### src/rtl/rdma_rx_pkg.sv
// Shared constants and types for the RC receive-side PSN checker.
// Header field positions, PSN window, FSM and ACK type encodings.
package rdma_rx_pkg;

    localparam int unsigned PSN_W = 24;
    localparam logic [PSN_W-1:0] PSN_HALF = 24'h800000;

    localparam int unsigned HDR_OPC_HI = 63;
    localparam int unsigned HDR_OPC_LO = 56;
    localparam int unsigned HDR_QP_HI  = 55;
    localparam int unsigned HDR_QP_LO  = 32;
    localparam int unsigned HDR_ACKREQ = 31;
    localparam int unsigned HDR_PSN_HI = 23;
    localparam int unsigned HDR_PSN_LO = 0;

    typedef enum logic [1:0] {
        ST_IDLE = 2'd0,
        ST_PASS = 2'd1,
        ST_DROP = 2'd2
    } rx_state_e;

    typedef enum logic {
        ACK_T_ACK = 1'b0,
        ACK_T_NAK = 1'b1
    } ack_type_e;

    typedef enum logic [1:0] {
        CLS_ACCEPT  = 2'd0,
        CLS_DUP     = 2'd1,
        CLS_AHEAD   = 2'd2,
        CLS_QP_MISS = 2'd3
    } hdr_class_e;

    // Distance ePSN - PSN modulo 2^24; up to half the space behind counts as duplicate.
    function automatic hdr_class_e classify(input logic qp_match,
                                            input logic [PSN_W-1:0] epsn,
                                            input logic [PSN_W-1:0] psn);
        logic [PSN_W-1:0] d;
        d = epsn - psn;
        if (!qp_match)
            return CLS_QP_MISS;
        else if (d == '0)
            return CLS_ACCEPT;
        else if (d <= PSN_HALF)
            return CLS_DUP;
        else
            return CLS_AHEAD;
    endfunction

endpackage

### src/rtl/rdma_ack_slot.sv
// Single-entry coalescing holding register for ACK/NAK requests.
// A new request always overwrites the pending one, even in the acceptance cycle.
module rdma_ack_slot
    import rdma_rx_pkg::*;
(
    input  logic             clk_i,
    input  logic             rst_i,
    input  logic             req_valid_i,
    input  logic             req_nak_i,
    input  logic [PSN_W-1:0] req_psn_i,
    input  logic             ack_ready_i,
    output logic             ack_valid_o,
    output logic             ack_nak_o,
    output logic [PSN_W-1:0] ack_psn_o
);

    logic             valid_q;
    logic             nak_q;
    logic [PSN_W-1:0] psn_q;

    always_ff @(posedge clk_i) begin
        if (rst_i) begin
            valid_q <= 1'b0;
            nak_q   <= 1'b0;
            psn_q   <= '0;
        end else if (req_valid_i) begin
            valid_q <= 1'b1;
            nak_q   <= req_nak_i;
            psn_q   <= req_psn_i;
        end else if (valid_q && ack_ready_i) begin
            valid_q <= 1'b0;
        end
    end

    assign ack_valid_o = valid_q;
    assign ack_nak_o   = nak_q;
    assign ack_psn_o   = psn_q;

endmodule

### config.mk
export PLATFORM = sky130hd
export DESIGN_NAME = rdma_ack_slot
export DESIGN_NICKNAME = d
export VERILOG_FILES = /design/src/rtl/rdma_rx_pkg.sv /design/src/rtl/rdma_ack_slot.sv
export SDC_FILE = /design/constraint.sdc
export NUM_CORES = 1
export LEC_CHECK = 0
export ABC_AREA = 1
export BUFFER_PORTS_ARGS = -buffer_cell sky130_fd_sc_hd__buf_2
export CORE_MARGIN = 10
export CORE_UTILIZATION = 44
export CTS_CLUSTER_DIAMETER = 80
export DETAILED_ROUTE_END_ITERATION = 8
export GPL_TIMING_DRIVEN = 0
export PLACE_DENSITY = 0.82
export SLEW_MARGIN = 20
export SYNTH_ARGS = -nofsm -noshare
export SYNTH_HDL_FRONTEND = slang
export SYNTH_SLANG_ARGS = --single-unit
### constraint.sdc
create_clock -name clk_i -period 1.1 [get_ports clk_i]
set_input_delay 0.165 -clock clk_i [delete_from_list [all_inputs] [get_ports clk_i]]
set_output_delay 0.165 -clock clk_i [all_outputs]
set_load 0.005 [all_outputs]
==> results.md, run 1 <==
* Crit end category: output port
* Crit. path cell count at 1
* Drt drc at 0
* Comb pwr share at roughly 15%
* Post-synthesis sequential area ratio at between 50% and 60%
* Vias at approximately 890
* Number of port buffers at 54
* Net Count, Synth at roughly 140
* Reg2reg start: ack_psn_o[6]$_SDFFE_PP0P_
* Total CTS buffers at 3
* CP required at 0.94 ns
* Post-CTS Resized at 0
* Post-layout min period at ~0.94 ns
* Post-synth cell types at 11
* PD cells at 1350 nW/um^2
* Seq cells post-synth at 26
* Die footprint at approximately 4200 um^2
* Gp weighted congestion at approximately 0.68
* Tcrit/Tclk final at a little under nine tenths
* Final setup violation count at 0
* R2r setup slk at roughly 0.45 ns
* Peak supply drop at around 0.00081 V
* Row count at 16
* Slew margin rel. at between 80% and 90%
* H-tree Lvls at 1
* First-pass GRT wire length at roughly 4100 um
* Largest fanout on the critical path at 2
* Worst-path cell chain: buf_2
* Seq pwr share at between 60% and 70%
* Status: finished, final reports clean
* Final Power at 1.65 mW
* CP arrival at 0.78 ns
* Net Sw Frac at approximately a quarter
* Least-Margin Pin Slew at roughly 0.18 ns
* I/O pin cnt at 55
* Post-DP HPWL at about 2000 um
* Class of the tightest hold or removal check: in2reg
* Root Buffer Master: clkbuf_4
* Initial antenna violation count at 0
* R2R Path End: ack_psn_o[6]$_SDFFE_PP0P_
* Unrepaired setup endpoints after global routing: false
* CTS tree: built
* Yosys Warn Count at 0
* Crit path largest cell delay at around 0.36 ns
* Drt pass-1 iters at 3
* WL/cell at 12.6 um
* Int Power at 1.26 mW
* Worst clock skew at 0 ns
* Worst-Skew Late Latency at 0.30 ns
* Chip height at between 60 and 70 um
* Slew Viols, Final at 0
* Crit path kind: reg2out
* Hold buffer count at CTS at 0
* Vias per cell at 4.54
* Buf/Inv on CP at 1
* Max-cap violation count at 0
* Fmax at about 1.1 GHz
* Clock transition at path regs at between 0.1 and 0.15 ns
* Routed WL at 2470 um
* Core box area at between 1500 and 2000 um^2
* NetSw at about 0.40 mW
* Most common cell after layout, fill and taps aside: buf_2
* Synthesized cell area at 898 um^2
* DRT antenna net count at 0
* Final Hold Violating Endpoints at 0
* Clock power frac at about 22%
* Post-Route Setup TNS at 0 ns
* Vias in the first global route at between 900 and 1000
* CTS Sinks at 26
* Congestion Overflow GR at 0
* Hold Crit Endpoint: ack_valid_o$_SDFFE_PP0P_
* Share of cells above drive strength 1 at between 30% and 40%
* Layout area overhead at 36.4%
* Setup bufs post-CTS at 0
* CP delay by family, top: flip-flops
* Avg Inst Size Synth at about 8.0 um^2
* Diode count at 0
* Worst Hold Launch: rst_i
* Initial Utilization at about 46%
* Worst reg-to-reg path cell count at 2
* Cell depth of the worst min-delay path at 2
* Slowest CP cell: dfxtp_1
* Die width at between 60 and 70 um
* Number of DRC markers in iteration 0 at 44
* Largest net degree at the start of global routing at 14
* Syn Inst Count at about 110
* Overall Global Routing Usage at between 10% and 20%
* Most frequent cells in the layout: buf_2 (56), nor2_1 (50), dfxtp_1 (26)
* Leakage at between 0.6 and 0.7 nW
* Clk buf depth at 2
* Startpoint Class: register
* Nets at 200
synthesized netlist by cell type:
master,instances,area share (%)
inv_2,1,0.42
nor2_1,50,21
buf_2,2,1.1
dfxtp_1,26,58
clkbuf_2,2,1.1
a21oi_1,1,0.56
inv_1,2,0.84
buf_6,1,1.3
nand2_1,1,0.42
o21ai_0,25,14
clkbuf_8,1,1.5
metal layers:
layer	global-route usage [%]	up-vias	wire, um
met5	0	-	0
met4	4.01	0	12
met3	6.44	2	300
met2	19.9	34	1150
met1	11.2	384	1010
li1	-	469	-
sequential cells by signal, summed over array words and instances (netlist names):
register     count
ack_nak_o        1
ack_valid_o      1
ack_psn_o       24
metrics by stage:
step / utilization, % / setup slack [ns] / hold slack [ns] / cells / instance area, um^2
5_1_grt: 63.1 / 0.102 / 0.0145 / 196 / 1220
3_5_place_dp: 61.9 / 0.173 / 0.348 / 193 / 1200
4_1_cts: 63.1 / 0.133 / 0.0118 / 196 / 1220
3_3_place_gp: 61.9 / 0.235 / 0.343 / 193 / 1200
6_report: 63.1 / 0.156 / 0.0202 / 196 / 1220
2_1_floorplan: - / 0.470 / 0.234 / 112 / 898
power groups by stage:
| stage | sequential, mW | combinational, mW | clock [mW] |
|---|---|---|---|
| after floorplan | 1.06 | 0.103 | 0 |
| after global routing | 1.04 | 0.289 | 0.416 |
| final | 1.04 | 0.250 | 0.368 |
| after CTS | 1.04 | 0.257 | 0.385 |
| after detailed placement | 1.06 | 0.256 | 0 |
| after global placement | 1.05 | 0.246 | 0 |
cell families after synthesis:
kind of cell | Yosys count | share of synthesized area (%)
buffers and inverters | 9 | 6.27
AO/OA/AOI/OAI | 26 | 14.5
AND/OR/NAND/NOR | 51 | 21.3
flip-flops | 26 | 57.9
layout make-up:
| cell class | instances | area, um^2 |
|---|---|---|
| Fill cell | 187 | 717 |
| Sequential cell | 26 | 520 |
| Multi-Input combinational cell | 77 | 322 |
| Timing Repair Buffer | 54 | 270 |
| Buffer | 6 | 45.0 |
| Tap cell | 27 | 33.8 |
| Clock buffer | 3 | 22.5 |
| Inverter | 3 | 11.3 |
worst max path at each step:
stage | from | endpoint | slack (ns)
finish | ack_psn_o[8]$_SDFFE_PP0P_ | ack_psn_o[8] | 0.16
global route | ack_psn_o[8]$_SDFFE_PP0P_ | ack_psn_o[8] | 0.10
CTS | ack_psn_o[8]$_SDFFE_PP0P_ | ack_psn_o[8] | 0.13
detailed placement | rst_i | ack_psn_o[8]$_SDFFE_PP0P_ | 0.17
global placement | rst_i | ack_psn_o[5]$_SDFFE_PP0P_ | 0.24
floorplan | rst_i | ack_psn_o[10]$_SDFFE_PP0P_ | 0.47
Power figures use the tool's default switching activity.
==> inputs of run 2 (changes only) <==
- CORE_UTILIZATION: 44 -> 37
- PLACE_DENSITY: 0.82 -> 0.73
- clock period: 1.1 -> 0.8 ns (I/O delays scaled with it)
==> run 2 against run 1 <==
  * The run now ends with negative setup slack left
  * Clock power grew 73%
  * Largest cell class unchanged
  * Largest power group unchanged
  * Combinational power is 76% higher
  * Cell count increased by 2.6%
  * Routed wire length grew 9.2%
  * Register-to-register slack worse by 0.34 ns
==> results.md, run 2 (synthesis results as in run 1) <==
* Most common cell after layout, fill and taps aside: nor2_1
* Clk buf depth at 2 (unchanged)
* Crit. path cell count at 1 (unchanged)
* CP delay by family, top: flip-flops
* Fmax at approximately 1.1 GHz
* Largest net degree at the start of global routing at 15 (+1)
* DRT antenna net count at 0 (unchanged)
* Area of placed instances at 1200 um^2 (+0.10%)
* Drt drc at 0 (unchanged)
* WL/cell at 13.4 um (+6.5%)
* Least-Margin Pin Slew at 0.196 ns (+0.0140 ns)
* Tcrit/Tclk final at 112%
* Layout area overhead at 59.3%
* Share of cells above drive strength 1 at 53.2% (+15 points)
* Diode count at 0 (unchanged)
* Worst-path cell chain: buf_6
* Crit path largest cell delay at 0.35 ns (about the same)
* Unrepaired setup endpoints after global routing: true
* Peak supply drop at 0.00141 V (+73%)
* Chip height at 69.3 um (+6.3%)
* CP required at 0.68 ns (-0.26 ns)
* R2r setup slk at 0.11 ns (-0.34 ns)
* I/O pin cnt at 55 (unchanged)
* Number of port buffers at 54 (unchanged)
* Slew Viols, Final at 0 (unchanged)
* Gp weighted congestion at 0.771 (+14%)
* Startpoint Class: register
* Final Hold Violating Endpoints at 0 (unchanged)
* Slew margin rel. at 86.8% (-0.94 points)
* Status: finished with violations
* Clock power frac at 25.1% (+2.9 points)
* Post-DP HPWL at 2050 um (+2.4%)
* CTS Sinks at 26 (unchanged)
* Cell area after layout at 1430 um^2 (+17%)
* Final Power at 2.54 mW (+53%)
* Most frequent cells in the layout: nor2_1 (50), buf_2 (35), dfxtp_2 (26)
* Vias in the first global route at 998 (+8.7%)
* Final worst slack at -0.0948 ns (-0.251 ns)
* Worst-Skew Late Latency at 0.31 ns (about the same)
* Worst clock skew at 0 ns (unchanged)
* Class of the tightest hold or removal check: in2reg
* Max reg flops at 24 (unchanged)
* Core box area at 2250 um^2 (+16%)
* Nets at 203 (+1.5%)
* Total CTS buffers at 3 (unchanged)
* Post-Route Setup TNS at -2.26 ns (-2.26 ns)
* H-tree Lvls at 1 (unchanged)
* Slowest CP cell: dfxtp_2
* Vias per cell at 4.72 (+4.0%)
* Congestion Overflow GR at 0 (unchanged)
* Crit path kind: reg2out
* Post-layout min period at 0.895 ns
* CTS tree: built
* Clock transition at path regs at 0.13 ns (about the same)
* Cell depth of the worst min-delay path at 3 (+1)
* Comb pwr share at 17.3% (+2.2 points)
* Row count at 17 (+1)
* Seq pwr share at 57.6% (-5.0 points)
* Initial Utilization at 39.8% (-6.4 points)
* Root Buffer Master: clkbuf_4
* Violated checks: negative setup slack
* Int Power at 1.94 mW (+54%)
* Net Sw Frac at 23.5% (-0.42 points)
* CP arrival at 0.77 ns (about the same)
* Die width at 69.3 um (+6.3%)
* PD cells at 1770 nW/um^2 (+31%)
* Number of DRC markers in iteration 0 at 31 (-30%)
* Die footprint at 4800 um^2 (+13%)
* Initial antenna violation count at 0 (unchanged)
* Final setup violation count at 26 (+26)
* NetSw at 0.596 mW (+51%)
* Max-cap violation count at 0 (unchanged)
* Largest fanout on the critical path at 2 (unchanged)
* Overall Global Routing Usage at 10.8% (-0.71 points)
* Routed WL at 2700 um (+9.2%)
* Worst reg-to-reg path cell count at 2 (unchanged)
* Vias at 948 (+6.6%)
* Buf/Inv on CP at 1 (unchanged)
* Crit end category: output port
* First-pass GRT wire length at 4460 um (+10%)
* Drt pass-1 iters at 4 (+1)
* Leakage at 0.706 nW (+8.4%)
run 2: cell count changes in the layout (fill, tap and decap cells not counted), sizes merged:
cell / before / now
buf: 57 / 58
clkbuf: 6 / 7
dlygate4sd3: 0 / 2
run 2: layer usage:
metal | wire [um] | vias to the layer above | part of all wire [%] | global-route usage [%]
li1 | - | 477 | - | -
met1 | 1080 | 426 | 40 | 10.8
met2 | 1280 | 43 | 48 | 18.0
met3 | 316 | 2 | 12 | 7.28
met4 | 12 | 0 | 0.45 | 2.00
met5 | 0 | - | 0 | 0
run 2: timing repair:
item,in CTS,in global routing
resized for setup,30,17
buffers inserted,0,1
cloned,0,0
endpoints found under the hold margin,1,1
endpoints found under the setup margin,26,26
hold buffers,1,1
run 2: area by class of cell:
type	instances	area [um^2]
fillers	208	823
flip-flops and latches	26	553
repair buffers	57	429
multi-input cells	77	322
plain buffers	6	45.0
clock buffers	4	36.3
well taps	28	35.0
inverters	3	11.3
run 2: final timing paths:
| path | endpoint | from |
|---|---|---|
| setup / recovery | ack_psn_o[9] | ack_psn_o[9]$_SDFFE_PP0P_ |
| hold reg to reg | ack_psn_o[22]$_SDFFE_PP0P_ | ack_psn_o[22]$_SDFFE_PP0P_ |
| hold / removal | ack_psn_o[22]$_SDFFE_PP0P_ | req_psn_i[22] |
| setup reg to reg | ack_psn_o[7]$_SDFFE_PP0P_ | ack_psn_o[7]$_SDFFE_PP0P_ |
run 2: per-stage QoR:
stage | setup slack, ns | utilization (%) | cells | hold WS [ns]
floorplan | 0.215 | - | 112 | 0.189
global placement | -0.0274 | 53.4 | 194 | 0.299
detailed placement | -0.0747 | 53.4 | 194 | 0.301
CTS | -0.109 | 58.4 | 199 | 0.0118
global route | -0.144 | 63.5 | 201 | 0.00307
finish | -0.0948 | 63.5 | 201 | 0.0210
run 2: power groups by stage:
| stage | registers, mW | logic, mW | clock network (mW) |
|---|---|---|---|
| floorplan | 1.46 | 0.142 | 0 |
| global placement | 1.45 | 0.342 | 0 |
| detailed placement | 1.45 | 0.354 | 0 |
| CTS | 1.44 | 0.382 | 0.657 |
| global route | 1.47 | 0.494 | 0.720 |
| finish | 1.46 | 0.439 | 0.637 |
==> inputs of run 3 (changes only) <==
--- a/config.mk
+++ b/config.mk
@@ -19 +19,2 @@
 export SYNTH_SLANG_ARGS = --single-unit
+export TNS_END_PERCENT = 20
==> constraint.sdc (replaced) <==
create_clock -name clk_i -period 0.8 [get_ports clk_i]
set_input_delay 0.16 -clock clk_i [delete_from_list [all_inputs] [get_ports clk_i]]
set_output_delay 0.16 -clock clk_i [all_outputs]
set_load 0.005 [all_outputs]
==> run 3 against run 2 <==
  * The run still ends with negative setup slack left
  * Fmax shrank 4.9%
  * Critical endpoint is now ack_psn_o[18]
  * Sequential power is essentially flat
  * Clock skew is the same
  * Via count shrank 0.63%
  * Cell count shrank 0.50%
  * Utilization shrank 0.72 points
==> results.md, run 3 (synthesis results as in run 1) <==
* Worst clock skew at 0 ns (unchanged)
* Initial Utilization at 39.8% (unchanged)
* Chip height at 69.3 um (unchanged)
* Fmax at 1.06 GHz (-4.9%)
* Dpl cells at 194 (unchanged)
* Clk buf depth at 2 (unchanged)
* WL/cell at 13.5 um (+0.80%)
* DP Worst Slack at -0.115 ns (-0.0400 ns)
* Crit path kind: reg2out
* PD cells at 1790 nW/um^2 (+0.84%)
* Slew Viols, Final at 0 (unchanged)
* Buf/Inv on CP at 1 (unchanged)
* Congestion Overflow GR at 0 (unchanged)
* Slew margin rel. at 86.8% (about the same)
* Max reg flops at 24 (unchanged)
* Vias per cell at 4.71 (-0.14%)
* Drt drc at 0 (unchanged)
* CTS Sinks at 26 (unchanged)
* Unrepaired setup endpoints after global routing: true
* Final setup violation count at 26 (unchanged)
* Least-Margin Pin Slew at 0.196 ns (-0.0000579 ns)
* Crit path largest cell delay at 0.35 ns (about the same)
* Violated checks: negative setup slack
* Slowest CP cell: dfxtp_2
* Leakage at 0.701 nW (-0.77%)
* Peak supply drop at 0.00141 V (about the same)
* Worst-Skew Late Latency at 0.31 ns (about the same)
* Hold Crit Endpoint: ack_psn_o[22]$_SDFFE_PP0P_
* Overall Global Routing Usage at 10.8% (+0.029 points)
* Post-layout min period at 0.941 ns (+0.0460 ns)
* Nets at 202 (-0.49%)
* Final worst slack at -0.141 ns (-0.0460 ns)
* Drt pass-1 iters at 4 (unchanged)
* Clock power frac at 25.2% (about the same)
* Worst Hold Launch: req_psn_i[22]
* Gp weighted congestion at 0.771 (unchanged)
* CP delay by family, top: flip-flops
* Tcrit/Tclk final at 118% (+5.8 points)
* Comb pwr share at 17.1% (-0.2 points)
* DRT antenna net count at 0 (unchanged)
* Largest net degree at the start of global routing at 15 (unchanged)
* Root Buffer Master: clkbuf_4
* Layout area overhead at 57.5%
* CP arrival at 0.78 ns (about the same)
* Diode count at 0 (unchanged)
* Row count at 17 (unchanged)
* NetSw at 0.595 mW (-0.13%)
* Status: finished with violations
* Post-DP HPWL at 2050 um (unchanged)
* CP required at 0.64 ns (-0.04 ns)
* Worst-path cell chain: buf_2
* Most common cell after layout, fill and taps aside: nor2_1
* Worst reg-to-reg path cell count at 2 (unchanged)
* Final non-filler cell total at 200 (-0.50%)
* R2r setup slk at 0.11 ns (about the same)
* Die footprint at 4800 um^2 (unchanged)
* Net Sw Frac at 23.5% (+0.041 points)
* Total CTS buffers at 3 (unchanged)
* H-tree Lvls at 1 (unchanged)
* Share of cells above drive strength 1 at 53.5% (+0.31 points)
* Largest fanout on the critical path at 2 (unchanged)
* Reg2reg start: ack_psn_o[7]$_SDFFE_PP0P_
* Number of port buffers at 54 (unchanged)
* Vias in the first global route at 998 (unchanged)
* Max-cap violation count at 0 (unchanged)
* Most frequent cells in the layout: nor2_1 (50), buf_2 (36), dfxtp_2 (26)
* Startpoint Class: register
* Seq pwr share at 57.7% (about the same)
* Fin util at 62.8% (-0.72 points)
* R2R Path End: ack_psn_o[7]$_SDFFE_PP0P_
* Crit end category: output port
* Clock transition at path regs at 0.13 ns (about the same)
* Vias at 942 (-0.63%)
* Final-layout fill cell count at 212 (+1.9%)
* Final Hold Violating Endpoints at 0 (unchanged)
* Cell depth of the worst min-delay path at 3 (unchanged)
* Die width at 69.3 um (unchanged)
* First-pass GRT wire length at 4470 um (+0.16%)
* Number of DRC markers in iteration 0 at 35 (+13%)
* Int Power at 1.93 mW (-0.36%)
* CTS tree: built
* I/O pin cnt at 55 (unchanged)
* Routed WL at 2700 um (+0.30%)
* Class of the tightest hold or removal check: in2reg
* Core box area at 2250 um^2 (unchanged)
* Initial antenna violation count at 0 (unchanged)
[run 3: cell types whose count changed in the layout (fill, tap and decap cells not counted)]
cell           change
buf_2              +1
buf_6              -1
dlygate4sd3_1      -1
[run 3: timing repair]
item                       4_1_cts  5_1_grt
gates resized for setup         28       18
hold buffers                     1        0
setup endpoints to repair       26       26
hold endpoints to repair         1        0
setup buffers                    0        1
[run 3: routing by layer]
layer,global-route usage [%],share of wire (%),up-vias
li1,-,-,474
met1,10.9,40,425
met2,18.0,48,41
met3,7.28,12,2
met4,2.00,0.44,0
met5,0,0,-
[run 3: metrics by stage]
stage / setup TNS, ns / power, mW / hold slack [ns] / area [um^2]
after floorplan: 0 / 1.60 / 0.229 / 898
after global placement: -1.25 / 1.79 / 0.339 / 1200
after detailed placement: -1.62 / 1.81 / 0.341 / 1200
after CTS: -3.68 / 2.48 / 0.0518 / 1310
after global routing: -4.51 / 2.68 / 0.0393 / 1420
final: -3.30 / 2.53 / 0.0600 / 1420
[run 3: how the worst max path moves through the flow]
| stage | start | to | slack (ns) | depth (start not counted) |
|---|---|---|---|---|
| final | ack_psn_o[18]$_SDFFE_PP0P_ | ack_psn_o[18] | -0.14 | 1 |
| after floorplan | rst_i | ack_psn_o[10]$_SDFFE_PP0P_ | 0.18 | 4 |
| after global routing | ack_psn_o[18]$_SDFFE_PP0P_ | ack_psn_o[18] | -0.18 | 1 |
| after global placement | rst_i | ack_psn_o[18]$_SDFFE_PP0P_ | -0.07 | 5 |
| after detailed placement | rst_i | ack_psn_o[7]$_SDFFE_PP0P_ | -0.11 | 5 |
| after CTS | ack_psn_o[17]$_SDFFE_PP0P_ | ack_psn_o[17] | -0.15 | 1 |
[run 3: final cells by class]
| cell class | instances | area (um^2) | share of cell area, % |
|---|---|---|---|
| flip-flops and latches | 26 | 553 | 39.1 |
| multi-input cells | 77 | 322 | 22.7 |
| inverters | 3 | 11.3 | 0.796 |
| repair buffers | 56 | 413 | 29.2 |
| well taps | 28 | 35.0 | 2.48 |
| plain buffers | 6 | 45.0 | 3.18 |
| clock buffers | 4 | 36.3 | 2.56 |
[run 3: power groups by stage]
stage	sequential, mW	clock (mW)	combinational [mW]
after floorplan	1.46	0	0.142
final	1.46	0.636	0.432
after CTS	1.44	0.657	0.378
after global routing	1.47	0.720	0.488
after detailed placement	1.45	0	0.354
after global placement	1.45	0	0.342
